File: src/rtl/poly_voice_engine.sv
// Polyphonic voice engine: NUM_VOICES phase-accumulator voices mixed once per sample tick.
// Define POLY_VOICE_STEAL_EN to steal a busy voice round-robin instead of dropping the note-on.
module pve_voice #(
    parameter int PHASE_W  = 24,
    parameter int INC_BASE = 1398
) (
    input  logic               clk,
    input  logic               reset,
    input  logic               trig,
    input  logic               off,
    input  logic               adv,
    input  logic [4:0]         note_in,
    output logic               active,
    output logic [4:0]         note,
    output logic [PHASE_W-1:0] phase_nxt
);
    logic [PHASE_W-1:0] phase;

    // INC_BASE*(note+1), folded so no extra multiplier bit is needed
    assign phase_nxt = phase + PHASE_W'(INC_BASE) * PHASE_W'(note) + PHASE_W'(INC_BASE);

    always_ff @(posedge clk) begin
        if (reset) begin
            active <= 1'b0;
            note   <= '0;
            phase  <= '0;
        end else if (trig) begin
            active <= 1'b1;
            note   <= note_in;
            phase  <= '0;
        end else begin
            if (off) active <= 1'b0;
            if (adv) phase  <= phase_nxt;
        end
    end
endmodule

module poly_voice_engine #(
    parameter int NUM_VOICES = 4,
    parameter int PHASE_W    = 24,
    parameter int SAMPLE_W   = 32,
    parameter int CLK_DIV    = 1042,
    parameter int INC_BASE   = 1398
) (
    input  logic                  CLOCK_50,
    input  logic                  reset,
    input  logic                  note_valid,
    input  logic                  note_on,
    input  logic [4:0]            note,
    input  logic [1:0]            wave_sel,
    input  logic                  out_ready,
    output logic [SAMPLE_W-1:0]   out_sample,
    output logic                  out_valid,
    output logic [NUM_VOICES-1:0] active_mask,
    output logic                  overflow,
    output logic                  late
);
    localparam int L     = $clog2(NUM_VOICES);
    localparam int ACC_W = 16 + L;
    localparam int CNT_W = (CLK_DIV > 1) ? $clog2(CLK_DIV) : 1;

    typedef enum logic [1:0] {IDLE, ACCUM, PRESENT} state_t;

    state_t                             state;
    logic [CNT_W-1:0]                   cnt;
    logic                               tick;
    logic [L-1:0]                       idx;
    logic [ACC_W-1:0]                   acc, acc_sum;
    logic [NUM_VOICES-1:0]              act, hit, trig, off, adv;
    logic [NUM_VOICES-1:0][4:0]         vnote;
    logic [NUM_VOICES-1:0][PHASE_W-1:0] ph_nxt;
    logic [L-1:0]                       free_idx;
    logic                               free_found, ovf_nxt;
    logic [15:0]                        p, wave, tri_u;
    logic [SAMPLE_W-1:0]                aligned;
`ifdef POLY_VOICE_STEAL_EN
    logic [L-1:0]                       steal_ptr;
    logic                               steal_adv;
`endif

    assign tick        = (cnt == CNT_W'(CLK_DIV - 1));
    assign active_mask = act;

    for (genvar g = 0; g < NUM_VOICES; g++) begin : g_voice
        assign hit[g] = act[g] && (vnote[g] == note);
        assign adv[g] = (state == ACCUM) && (idx == L'(g)) && act[g];
        pve_voice #(.PHASE_W(PHASE_W), .INC_BASE(INC_BASE)) u_voice (
            .clk      (CLOCK_50),
            .reset    (reset),
            .trig     (trig[g]),
            .off      (off[g]),
            .adv      (adv[g]),
            .note_in  (note),
            .active   (act[g]),
            .note     (vnote[g]),
            .phase_nxt(ph_nxt[g])
        );
    end

    // Note allocation: retrigger a holder first, else lowest free voice, else steal/drop
    always_comb begin
        trig       = '0;
        off        = '0;
        ovf_nxt    = 1'b0;
        free_found = 1'b0;
        free_idx   = '0;
`ifdef POLY_VOICE_STEAL_EN
        steal_adv  = 1'b0;
`endif
        for (int i = NUM_VOICES - 1; i >= 0; i--) begin
            if (!act[i]) begin
                free_found = 1'b1;
                free_idx   = L'(i);
            end
        end
        if (note_valid) begin
            if (!note_on) begin
                off = hit;
            end else if (|hit) begin
                trig = hit;
            end else if (free_found) begin
                trig[free_idx] = 1'b1;
            end else begin
`ifdef POLY_VOICE_STEAL_EN
                trig[steal_ptr] = 1'b1;
                steal_adv       = 1'b1;
`else
                ovf_nxt = 1'b1;
`endif
            end
        end
    end

    // Waveform of the voice being visited, taken from its freshly advanced phase
    always_comb begin
        p     = ph_nxt[idx][PHASE_W-1 -: 16];
        tri_u = p[15] ? ~{p[14:0], 1'b0} : {p[14:0], 1'b0};
        wave  = '0;
        if (act[idx]) begin
            case (wave_sel)
                2'b00:   wave = p[15] ? 16'hC001 : 16'h3FFF;
                2'b01:   wave = {~p[15], p[14:0]};
                2'b10:   wave = {~tri_u[15], tri_u[14:0]};
                default: wave = '0;
            endcase
        end
        acc_sum = acc + {{L{wave[15]}}, wave};
        aligned = '0;
        aligned[SAMPLE_W-1 -: 16] = acc_sum[ACC_W-1 -: 16];
    end

    always_ff @(posedge CLOCK_50) begin
        if (reset) begin
            state      <= IDLE;
            cnt        <= '0;
            idx        <= '0;
            acc        <= '0;
            out_sample <= '0;
            out_valid  <= 1'b0;
            overflow   <= 1'b0;
            late       <= 1'b0;
        end else begin
            cnt      <= tick ? '0 : cnt + 1'b1;
            overflow <= ovf_nxt;
            late     <= tick && (state != IDLE);
            case (state)
                IDLE: if (tick) begin
                    state <= ACCUM;
                    idx   <= '0;
                    acc   <= '0;
                end
                ACCUM: begin
                    acc <= acc_sum;
                    idx <= idx + 1'b1;
                    if (idx == L'(NUM_VOICES - 1)) begin
                        state      <= PRESENT;
                        out_sample <= aligned;
                        out_valid  <= 1'b1;
                    end
                end
                PRESENT: if (out_ready) begin
                    out_valid <= 1'b0;
                    state     <= IDLE;
                end
                default: state <= IDLE;
            endcase
        end
    end

`ifdef POLY_VOICE_STEAL_EN
    always_ff @(posedge CLOCK_50) begin
        if (reset)          steal_ptr <= '0;
        else if (steal_adv) steal_ptr <= steal_ptr + 1'b1;
    end
`endif
endmodule

File: config.mk
export PLATFORM = sky130hd
export DESIGN_NAME = poly_voice_engine
export DESIGN_NICKNAME = d
export VERILOG_FILES = /design/src/rtl/poly_voice_engine.sv
export SDC_FILE = /design/constraint.sdc
export NUM_CORES = 1
export LEC_CHECK = 0
export BUFFER_PORTS_ARGS = -buffer_cell sky130_fd_sc_hd__buf_2
export CAP_MARGIN = 30
export CORE_UTILIZATION = 36
export DETAILED_ROUTE_END_ITERATION = 16
export HOLD_SLACK_MARGIN = 0.02
export SETUP_SLACK_MARGIN = 0.2
export SLEW_MARGIN = 20
export SYNTH_ARGS = -nofsm -noshare
export SYNTH_HDL_FRONTEND = slang
export SYNTH_SLANG_ARGS = --single-unit
File: constraint.sdc
create_clock -name CLOCK_50 -period 10.3 [get_ports CLOCK_50]
set_clock_uncertainty 0.2 [all_clocks]
set_input_delay 1.545 -clock CLOCK_50 [delete_from_list [all_inputs] [get_ports CLOCK_50]]
set_output_delay 1.545 -clock CLOCK_50 [all_outputs]
set_load 0.1 [all_outputs]
Word-level counts from Yosys, hierarchy flattened
Cells that the tools add are included.
{ "op_classes": {"n_eq_ne": 15, "n_bitwise": 5, "n_mux": 44, "n_reduce_logical": 35, "magnitude_cmp": 3, "addsub": 11, "mul": 4} }
{ "ops": {"columns": ["cell", "count"], "rows": [
  ["$add 24x11->24 const B", 4],
  ["$add 24x16->24", 4],
  ["$mul 10x5->15 const A", 4],
  ["$bmux 24 s2", 1],
  ["$mux 16", 3],
  ["$pmux 16 s3", 1],
  ["$pmux 18 s2", 1],
  ["$mux 24", 1],
  ["$mux 4", 6],
  ["$eq 5x5->1", 4],
  ["$add 18x18->18", 1],
  ["$mux 18", 1],
  ["$mux 1", 17],
  ["$mux 2", 8],
  ["$not 16->16", 1],
  ["$logic_and 1x1->1", 14],
  ["$reduce_bool 2->1", 7],
  ["$add 11x1->11 const B", 1],
  ["$eq 11x11->1 const B", 1],
  ["$reduce_or 2->1", 5],
  ["$eq 2x2->1 const B", 4],
  ["$reduce_or 7->1", 1],
  ["$eq 2x1->1 const B", 3],
  ["$logic_not 2->1", 3],
  ["14 further kinds", 21]
]} }
{ "totals": {"out_inout_bits": 39, "register_bits": 172, "word_cells": 137, "inputBits": 12} }

Logic depth before layout (Yosys ltp)
Gate-level depths: netlist (run 1).
{ "logic_depth": {"ltp_word": 13, "depth_mapped": 42, "mapped_depth_nobuf": 40} }

Cells and area by module
Synthesis (run 1) repeated with hierarchy kept, for this count alone.
{ "unflattened": {"hier_cells": 2159, "hier_area_um2": 17634.4} }
{ "by_module_without_submodules": {"columns": ["mod", "area_each_um2", "n_inst", "cells_per_inst", "seq_area_each_um2"], "rows": [
  ["pve_voice (g_voice[1].u_voice ...)", 3484.6, 2, 438, 580.6],
  ["poly_voice_engine", 4134.0, 1, 491, 1041.0],
  ["pve_voice (g_voice[3].u_voice)", 3374.5, 1, 406, 580.6],
  ["pve_voice (g_voice[0].u_voice)", 3156.8, 1, 386, 580.6]
]} }

Least setup slack after synthesis (run 1)
Ideal clock, no wire load.
{ "synth_path": {"path_kind": "register to register", "from": "reg g_voice[3].u_voice.note[3]", "to": "reg acc[14]", "required_ns": 9.983, "setup_time_ns": 0.117, "n_path_buf": 2, "slack_ns": 1.883, "arrival_ns": 8.099, "period_less_slack_ns": 8.417, "stages_incl_launch_ff": 41, "path_cell_list": "dfxtp_1 > ha_1 > inv_1 > fa_1 > inv_1 > ha_1 > ha_1 > a21o_1 > a21oi_1 > o21ai_0 > a21oi_1 > o21ai_0 > a21oi_1 > o21ai_0 > a21oi_1 > xnor2_1 > ha_1 > ha_1 > [... 5 more ...] > o211a_1 > and3_1 > buf_6 > buf_6 > or3_1 > a21oi_1 > o21a_1 > ha_1 > nor2b_1 > o21ai_0 > a21boi_1 > o21ai_0 > a21boi_1 > o21a_1 > o31a_1 > o21a_1 > or3_1 > a32o_1"} }
{ "synth_via": {"elab_chain_len": 11, "word_cells_on_any_way": 12, "cone_classes": "add/sub: 3; mul: 1; mux: 7; bitwise: 1"} }
{ "synth_lines": {"columns": ["element", "line", "text"], "rows": [
  ["start: declaration", "14", "output logic [4:0] note,"],
  ["start signal: assignment", "29", "note <= note_in;"],
  ["$mul 10x5->15 *", "20", "assign phase_nxt = phase + PHASE_W'(INC_BASE) * PHASE_W'(note) + PHASE_W'(INC_BASE);"],
  ["$add 24x16->24 *", "20", null],
  ["$add 24x11->24 *", "20", null],
  ["$bmux 24 s2 *", "136", "p = ph_nxt[idx][PHASE_W-1 -: 16];"],
  ["$mux 24 (implied by the code) *", "136", null],
  ["$not 16->16", "137", "tri_u = p[15] ? ~{p[14:0], 1'b0} : {p[14:0], 1'b0};"],
  ["$mux 16", "137", null],
  ["$pmux 16 s3 *", "140", "case (wave_sel)"],
  ["$mux 16 *", "139", "if (act[idx]) begin"],
  ["$add 18x18->18 *", "147", "acc_sum = acc + {{L{wave[15]}}, wave};"],
  ["$pmux 18 s2 *", "166", "case (state)"],
  ["end signal: assignment", "173", "acc <= acc_sum;"],
  ["end: declaration", "68", "logic [ACC_W-1:0] acc, acc_sum;"]
]} }
Every way passes the cells marked *; elsewhere a longest branch is shown, timed or not. The select of a mux whose other input is x is not followed.
A chain may end at the register's enable or synchronous reset.

Final worst setup path (run 1)
{ "layout_path": {"from": "reg g_voice[3].u_voice.note[3]", "to": "reg out_sample[31]"} }
{ "layout_via": {"elab_chain_len": 11, "word_cells_on_any_way": 13, "cone_classes": "add/sub: 3; mul: 1; mux: 6; bitwise: 3"} }
{ "layout_lines": {"columns": ["element", "line", "text"], "rows": [
  ["$mul 10x5->15 *", "20", null],
  ["$add 24x16->24 *", "20", null],
  ["$add 24x11->24 *", "20", null],
  ["$bmux 24 s2 *", "136", null],
  ["$mux 24 (implied by the code) *", "136", null],
  ["$not 16->16", "137", null],
  ["$mux 16", "137", null],
  ["$not 1->1", "143", "2'b10: wave = {~tri_u[15], tri_u[14:0]};"],
  ["$pmux 16 s3 *", "140", null],
  ["$mux 16 *", "139", null],
  ["$add 18x18->18 *", "147", null],
  ["end signal: assignment", "177", "out_sample <= aligned;"],
  ["end: declaration", "52", "output logic [SAMPLE_W-1:0] out_sample,"]
]} }
Marks and branches as above.

==> results of run 1 <==
flip-flops by register name, summed over array words and instances (netlist names):
register / cells
g_voice.u_voice.phase: 92
g_voice.u_voice.note: 20
acc: 18
out_sample: 16
cnt: 11
g_voice.u_voice.active: 4
idx: 2
state: 2
late: 1
out_valid: 1
overflow: 1
cells by family after synthesis:
group | synth area share [%]
XOR/XNOR | 8.02
AO/OA/AOI/OAI | 17.8
other | 0.0227
adder cells (fa/ha/maj) | 23.9
buffers and inverters | 8.50
multiplexers | 3.67
flip-flops | 20.4
AND/OR/NAND/NOR | 17.7
tightest hold or removal path, delay by kind of cell (launching register included):
| kind | cells | cell delay (ns) |
|---|---|---|
| flops | 1 | 0.31 |
| simple gates | 1 | 0.05 |
| compound gates | 1 | 0.05 |
path summary, 6_finish.rpt:
check | endpoint | slack [ns] | cells past startpoint
max | out_sample[31]$_SDFFE_PP0P_ | 0.89 | 38
min | out_sample[24]$_SDFFE_PP0P_ | 0.25 | 2
max reg2reg | out_sample[31]$_SDFFE_PP0P_ | 0.89 | 38
min reg2reg | out_sample[24]$_SDFFE_PP0P_ | 0.25 | 2
repair_timing:
action,in CTS,in global routing
setup endpoints to repair,0,3
resized for setup,0,1
endpoints found under the hold margin,0,0
cell type report:
class	instances	area, µm²
antenna	1	2.50
clock buffer	17	425
clock inverter	15	198
fill	4695	27500
inverter	263	987
multi-input combinational	1582	11800
sequential	168	3360
tap	600	751
timing repair buffer	44	279
routing by layer:
metal	part of all wire (%)	vias to the layer above	routed length, µm
li1	-	7083	-
met5	0.066	-	27
met2	45	271	18500
met4	2.7	4	1100
met3	4.9	65	2010
met1	47	6558	19200
power by group:
part | internal (µW) | leakage, µW | switching (µW) | total (µW)
clock | 372 | 0.000303 | 337 | 709
sequential | 652 | 0.00135 | 6.10 | 658
combinational | 109 | 0.00675 | 198 | 307
cell usage after synthesis (all sizes together) (5+ instances only):
| cell type | count |
|---|---|
| inv | 261 |
| ha | 243 |
| nor2 | 201 |
| nand2 | 191 |
| dfxtp | 168 |
| a21oi | 154 |
| xnor2 | 91 |
| o21ai | 83 |
| xor2 | 60 |
| clkbuf | 53 |
| fa | 45 |
| nand3 | 45 |
| nor3 | 45 |
| mux2i | 38 |
| buf | 32 |
| o21a | 30 |
| a211oi | 25 |
| a21o | 24 |
| nand2b | 24 |
| and3 | 23 |
| nor2b | 21 |
| a22oi | 17 |
| a21boi | 16 |
| nor4 | 13 |
| or3 | 13 |
| o211ai | 12 |
| a211o | 10 |
| a31oi | 10 |
| or2 | 10 |
| nand3b | 9 |
| nand4 | 9 |
| and4 | 8 |
| mux4 | 8 |
| a221oi | 7 |
| o31ai | 7 |
| and3b | 5 |
| nor4b | 5 |
| o21bai | 5 |
through the flow:
stage	utilization, %	std cells	instance area [µm²]	worst slack [ns]	hold slack [ns]
6_report	39.3	2690	17800	0.895	0.254
3_3_place_gp	37.7	2651	17100	1.13	0.239
2_1_floorplan	-	2098	16500	1.88	0.232
4_1_cts	39.2	2687	17800	0.889	0.254
3_5_place_dp	37.8	2655	17100	0.976	0.244
5_1_grt	39.3	2690	17800	0.208	0.272
==> run summary, run 1 <==
Status -> finished, final reports clean
CP arrival -> 9.58 ns
Setup violations, final -> 0
CTS HTree Levels -> 4
Leakage -> 0.00841 µW
Critical R2R Launch -> g_voice[3].u_voice.note[3]$_SDFFE_PP0P_
Post-Route WL -> 40900 µm
EDFF count, synth -> 0
Cell mode on critical path -> ha_1
Crit path max-delay family -> compound AO/OA/AOI/OAI gates
Post-synth cell types -> 83
Synthesized area per cell -> 7.91 µm²
CTS max path bufs -> 2
Post-CTS setup buffer count -> 0
Met2 Use GR -> 28.7%
P per Cell Area -> 94.1 mW/mm²
Net count, final -> 2376
Die Width -> 216 µm
Clk slew on worst S/H paths -> 0.08 ns
Critical path class -> flip-flop to flip-flop
Asr flop ratio synth -> 0%
Most frequent cells in the layout -> inv_1 (261), ha_1 (243), nor2_1 (201)
Fin crit share -> 91.3%
Yosys reg bits -> 168
CTS tree -> done
Core Rows -> 78
Area growth syn-to-layout -> 7.88%
Required time of the critical path -> 10.47 ns
Critical Path Max Stage Delay -> 0.54 ns
Seq/Total Area, Yosys -> 20.4%
Share of cells above drive strength 1 -> 5.36%
CTS Hold Bufs -> 0
Synth top area share -> 20.4%
GR peak layer -> met2
Maximum vdd drop -> 0.0000804 V
Post-synth top area cell -> dfxtp_1
Die height -> 216 µm
CP startpoint kind -> flip-flop
Worst-Margin Slew -> 0.896 ns
Max Cap Violations -> 0
TritonRoute pass-1 iters -> 6
Largest net degree at the start of global routing -> 64
CP Capture Type -> flip-flop
Tmin final -> 9.41 ns
Max Fclk -> 106 MHz
Worst slew margin -> 40.1%
HPWL after detailed placement -> 31900 µm
Initial antenna violation count -> 4
Cells after Synth -> 2083
Synth area leaders -> dfxtp_1 (20%), ha_1 (18%), inv_1 (5.9%)
CTS Buf Count -> 17
IO Count -> 51
Overall Power -> 1670 µW
Hold WC Path Type -> flip-flop to flip-flop
Core ar. -> 0.0453 mm²
Yosys warnings -> 0
Via-per-instance ratio -> 5.20
CTS Root Cell -> clkbuf_16
Die Area -> 0.0467 mm²
Synth Flop Type -> dfxtp_1
Vias -> 13981
PortBufs -> 34
Worst setup path startpoint -> g_voice[3].u_voice.note[3]$_SDFFE_PP0P_
Buf/Inv on CP -> 2
Final ANT Viol Nets -> 0
Commonest non-fill, non-tap cell in the layout -> inv_1
Drt drc -> 0
RSZ-0062 raised after global routing -> no
Endpoints failing hold -> 0
Clk sink count -> 168
Crit Path Max Fanout -> 10
Met1 usage -> 23.5%
Setup_tns -> 0 ns
GP Congestion -> 0.896
Grt ovf -> 0
Initial cell density of the core -> 36.4%
Post-synthesis instance area -> 0.0165 mm²
Grt met3 use -> 3.61%
Clock Latency Late Sink -> 0.47 ns
Min-delay src -> out_sample[24]$_SDFFE_PP0P_
Gr usage total -> 17.8%
First-pass GRT wire length -> 67200 µm
WL/cell -> 15.2 µm
Slowest-stage cell, CP -> fa_1
Initial DRC Count -> 806
Vias in the first global route -> 13408
Max-slew violations -> 0
Power figures use the tool's default switching activity.
==> inputs of run 2 (changes only) <==
--- a/config.mk
+++ b/config.mk
@@ -8,6 +8,8 @@
 export BUFFER_PORTS_ARGS = -buffer_cell sky130_fd_sc_hd__buf_2
 export CAP_MARGIN = 30
 export CORE_UTILIZATION = 36
+export CTS_BUF_LIST = sky130_fd_sc_hd__clkbuf_8
+export CTS_CLUSTER_SIZE = 14
 export DETAILED_ROUTE_END_ITERATION = 16
 export HOLD_SLACK_MARGIN = 0.02
 export SETUP_SLACK_MARGIN = 0.2
==> constraint.sdc (replaced) <==
create_clock -name CLOCK_50 -period 10.3 [get_ports CLOCK_50]
set_clock_uncertainty 0.2 [all_clocks]
set_input_delay 1.545 -clock CLOCK_50 [delete_from_list [all_inputs] [get_ports CLOCK_50]]
set_output_delay 1.545 -clock CLOCK_50 [all_outputs]
set_load 0.005 [all_outputs]
==> run 2 against run 1 <==
Net effect:
- wire length decreased by 0.38%
- critical endpoint unchanged
- fmax decreased by 0.50%
- final cell count unchanged
- count of clock-buffer cells in the layout unchanged
- worst setup slack got worse by 0.047 ns
- sequential cell count unchanged
- sequential share of layout area increased by 0.21 points
- power decreased by 11%
- combinational power decreased by 9.1%
==> run summary, run 2 (synthesis gave the netlist of run 1 again) <==
Status -> finished, final reports clean
Critical path class -> flip-flop to flip-flop
Max Cap Violations -> 0
Grt ovf -> 0
Max Fclk -> 106 MHz
Largest net degree at the start of global routing -> 64
Power share of the clock group -> 36.7%
Crit path max-delay family -> compound AO/OA/AOI/OAI gates
First-pass GRT wire length -> 67000 µm
Max-slew violations -> 0
Clk slew on worst S/H paths -> 0.11 ns
Die Width -> 216 µm
CTS Root Cell -> clkbuf_8
Vias -> 13951
CP Capture Type -> flip-flop
Sequential share of power -> 44.4%
CTS Buf Count -> 17
Drt drc -> 0
Maximum vdd drop -> 0.0000625 V
CTS Hold Bufs -> 0
Vias in the first global route -> 13361
Finished Cell Area -> 0.0176 mm²
Slowest-stage cell, CP -> fa_1
Crit Path Max Fanout -> 10
Leakage -> 0.00832 µW
Setup violations, final -> 0
HPWL after detailed placement -> 31900 µm
P per Cell Area -> 84.2 mW/mm²
TritonRoute pass-1 iters -> 5
CTS resizes -> 0
Clk sink count -> 168
Tmin final -> 9.45 ns
Gr usage total -> 17.7%
P_sw -> 491 µW
Critical Path Max Stage Delay -> 0.54 ns
Hold WC Path Type -> flip-flop to flip-flop
Hold path depth -> 2
GP Congestion -> 0.896
Share of cells above drive strength 1 -> 5.36%
CP arrival -> 9.67 ns
Fin crit share -> 91.8%
Die Area -> 0.0467 mm²
CTS tree -> done
Final ANT Viol Nets -> 0
PortBufs -> 34
Initial antenna violation count -> 4
Commonest non-fill, non-tap cell in the layout -> inv_1
Core ar. -> 0.0453 mm²
IO Count -> 51
Biggest regs -> g_voice.u_voice.phase x92, g_voice.u_voice.note x20, acc x18
Setup_tns -> 0 ns
Required time of the critical path -> 10.52 ns
Area growth syn-to-layout -> 6.72%
Initial cell density of the core -> 36.4%
Internal Power -> 991 µW
Worst-Margin Slew -> 0.884 ns
Die height -> 216 µm
Largest register FFs -> 92
CTS HTree Levels -> 4
Post-Route WL -> 40700 µm
CTS max path bufs -> 2
Via-per-instance ratio -> 5.19
Post-CTS setup buffer count -> 0
Buf/Inv on CP -> 2
Endpoints failing hold -> 0
CP startpoint kind -> flip-flop
Switching portion of total power -> 33.1%
Dpl cell area -> 0.0171 mm²
Clock Latency Late Sink -> 0.52 ns
RSZ-0062 raised after global routing -> no
Reg2Reg Depth -> 38
Biggest register -> g_voice.u_voice.phase
Cell mode on critical path -> ha_1
Net count, final -> 2376
Core Rows -> 78
Initial DRC Count -> 890
Worst path depth -> 38
WL/cell -> 15.1 µm
Comb pwr share -> 18.8%
Worst slew margin -> 40.6%
Most frequent cells in the layout -> inv_1 (261), ha_1 (243), nor2_1 (201)
## run 2: cell counts in the layout (fill, tap and decap cells not counted)
No cell type changed its count.
## run 2: power groups by stage
stage | combinational (µW) | clock, µW | sequential, µW
2_1_floorplan | 211 | 0 | 671
3_3_place_gp | 273 | 0 | 673
3_5_place_dp | 278 | 0 | 673
4_1_cts | 280 | 563 | 658
5_1_grt | 317 | 585 | 659
6_report | 279 | 545 | 658
## run 2: per-stage QoR
step / hold slack [ns] / setup WS (ns) / std cells / power, µW / util [%]
floorplan: 0.232 / 1.88 / 2098 / 882 / -
global route: 0.277 / 0.203 / 2690 / 1560 / 38.9
detailed placement: 0.244 / 0.976 / 2655 / 951 / 37.8
CTS: 0.258 / 0.889 / 2687 / 1500 / 38.8
finish: 0.258 / 0.847 / 2690 / 1480 / 38.9
global placement: 0.239 / 1.13 / 2651 / 946 / 37.7
## run 2: worst paths after layout
kind	start	end	slack [ns]
max	g_voice[3].u_voice.note[3]$_SDFFE_PP0P_	out_sample[31]$_SDFFE_PP0P_	0.85
min	out_sample[18]$_SDFFE_PP0P_	out_sample[18]$_SDFFE_PP0P_	0.26
max reg2reg	g_voice[3].u_voice.note[3]$_SDFFE_PP0P_	out_sample[31]$_SDFFE_PP0P_	0.85
min reg2reg	out_sample[18]$_SDFFE_PP0P_	out_sample[18]$_SDFFE_PP0P_	0.26
## run 2: worst register-to-register path, delay by kind of cell (launching register included)
family	cells	cell delay (ns)
compound gates	18	4.09
simple gates	8	1.48
xor+xnor	1	0.17
mux	2	0.41
buf+inv	2	0.13
fa+ha+maj	7	2.44
flops	1	0.41
## run 2: routing by layer
metal / vias up / track usage (%) / routed length, µm
met5: - / 0 / 27
met4: 4 / 4.67 / 766
met3: 53 / 3.11 / 2030
met2: 279 / 29.2 / 18700
met1: 6539 / 23.7 / 19200
li1: 7076 / - / -
## run 2: cell type report
| cell class | instances | area [µm²] |
|---|---|---|
| Clock buffer | 17 | 234 |
| Antenna cell | 1 | 2.50 |
| Fill cell | 4719 | 27700 |
| Multi-Input combinational cell | 1582 | 11800 |
| Clock inverter | 15 | 198 |
| Sequential cell | 168 | 3360 |
| Timing Repair Buffer | 44 | 279 |
| Inverter | 263 | 987 |
| Tap cell | 600 | 751 |
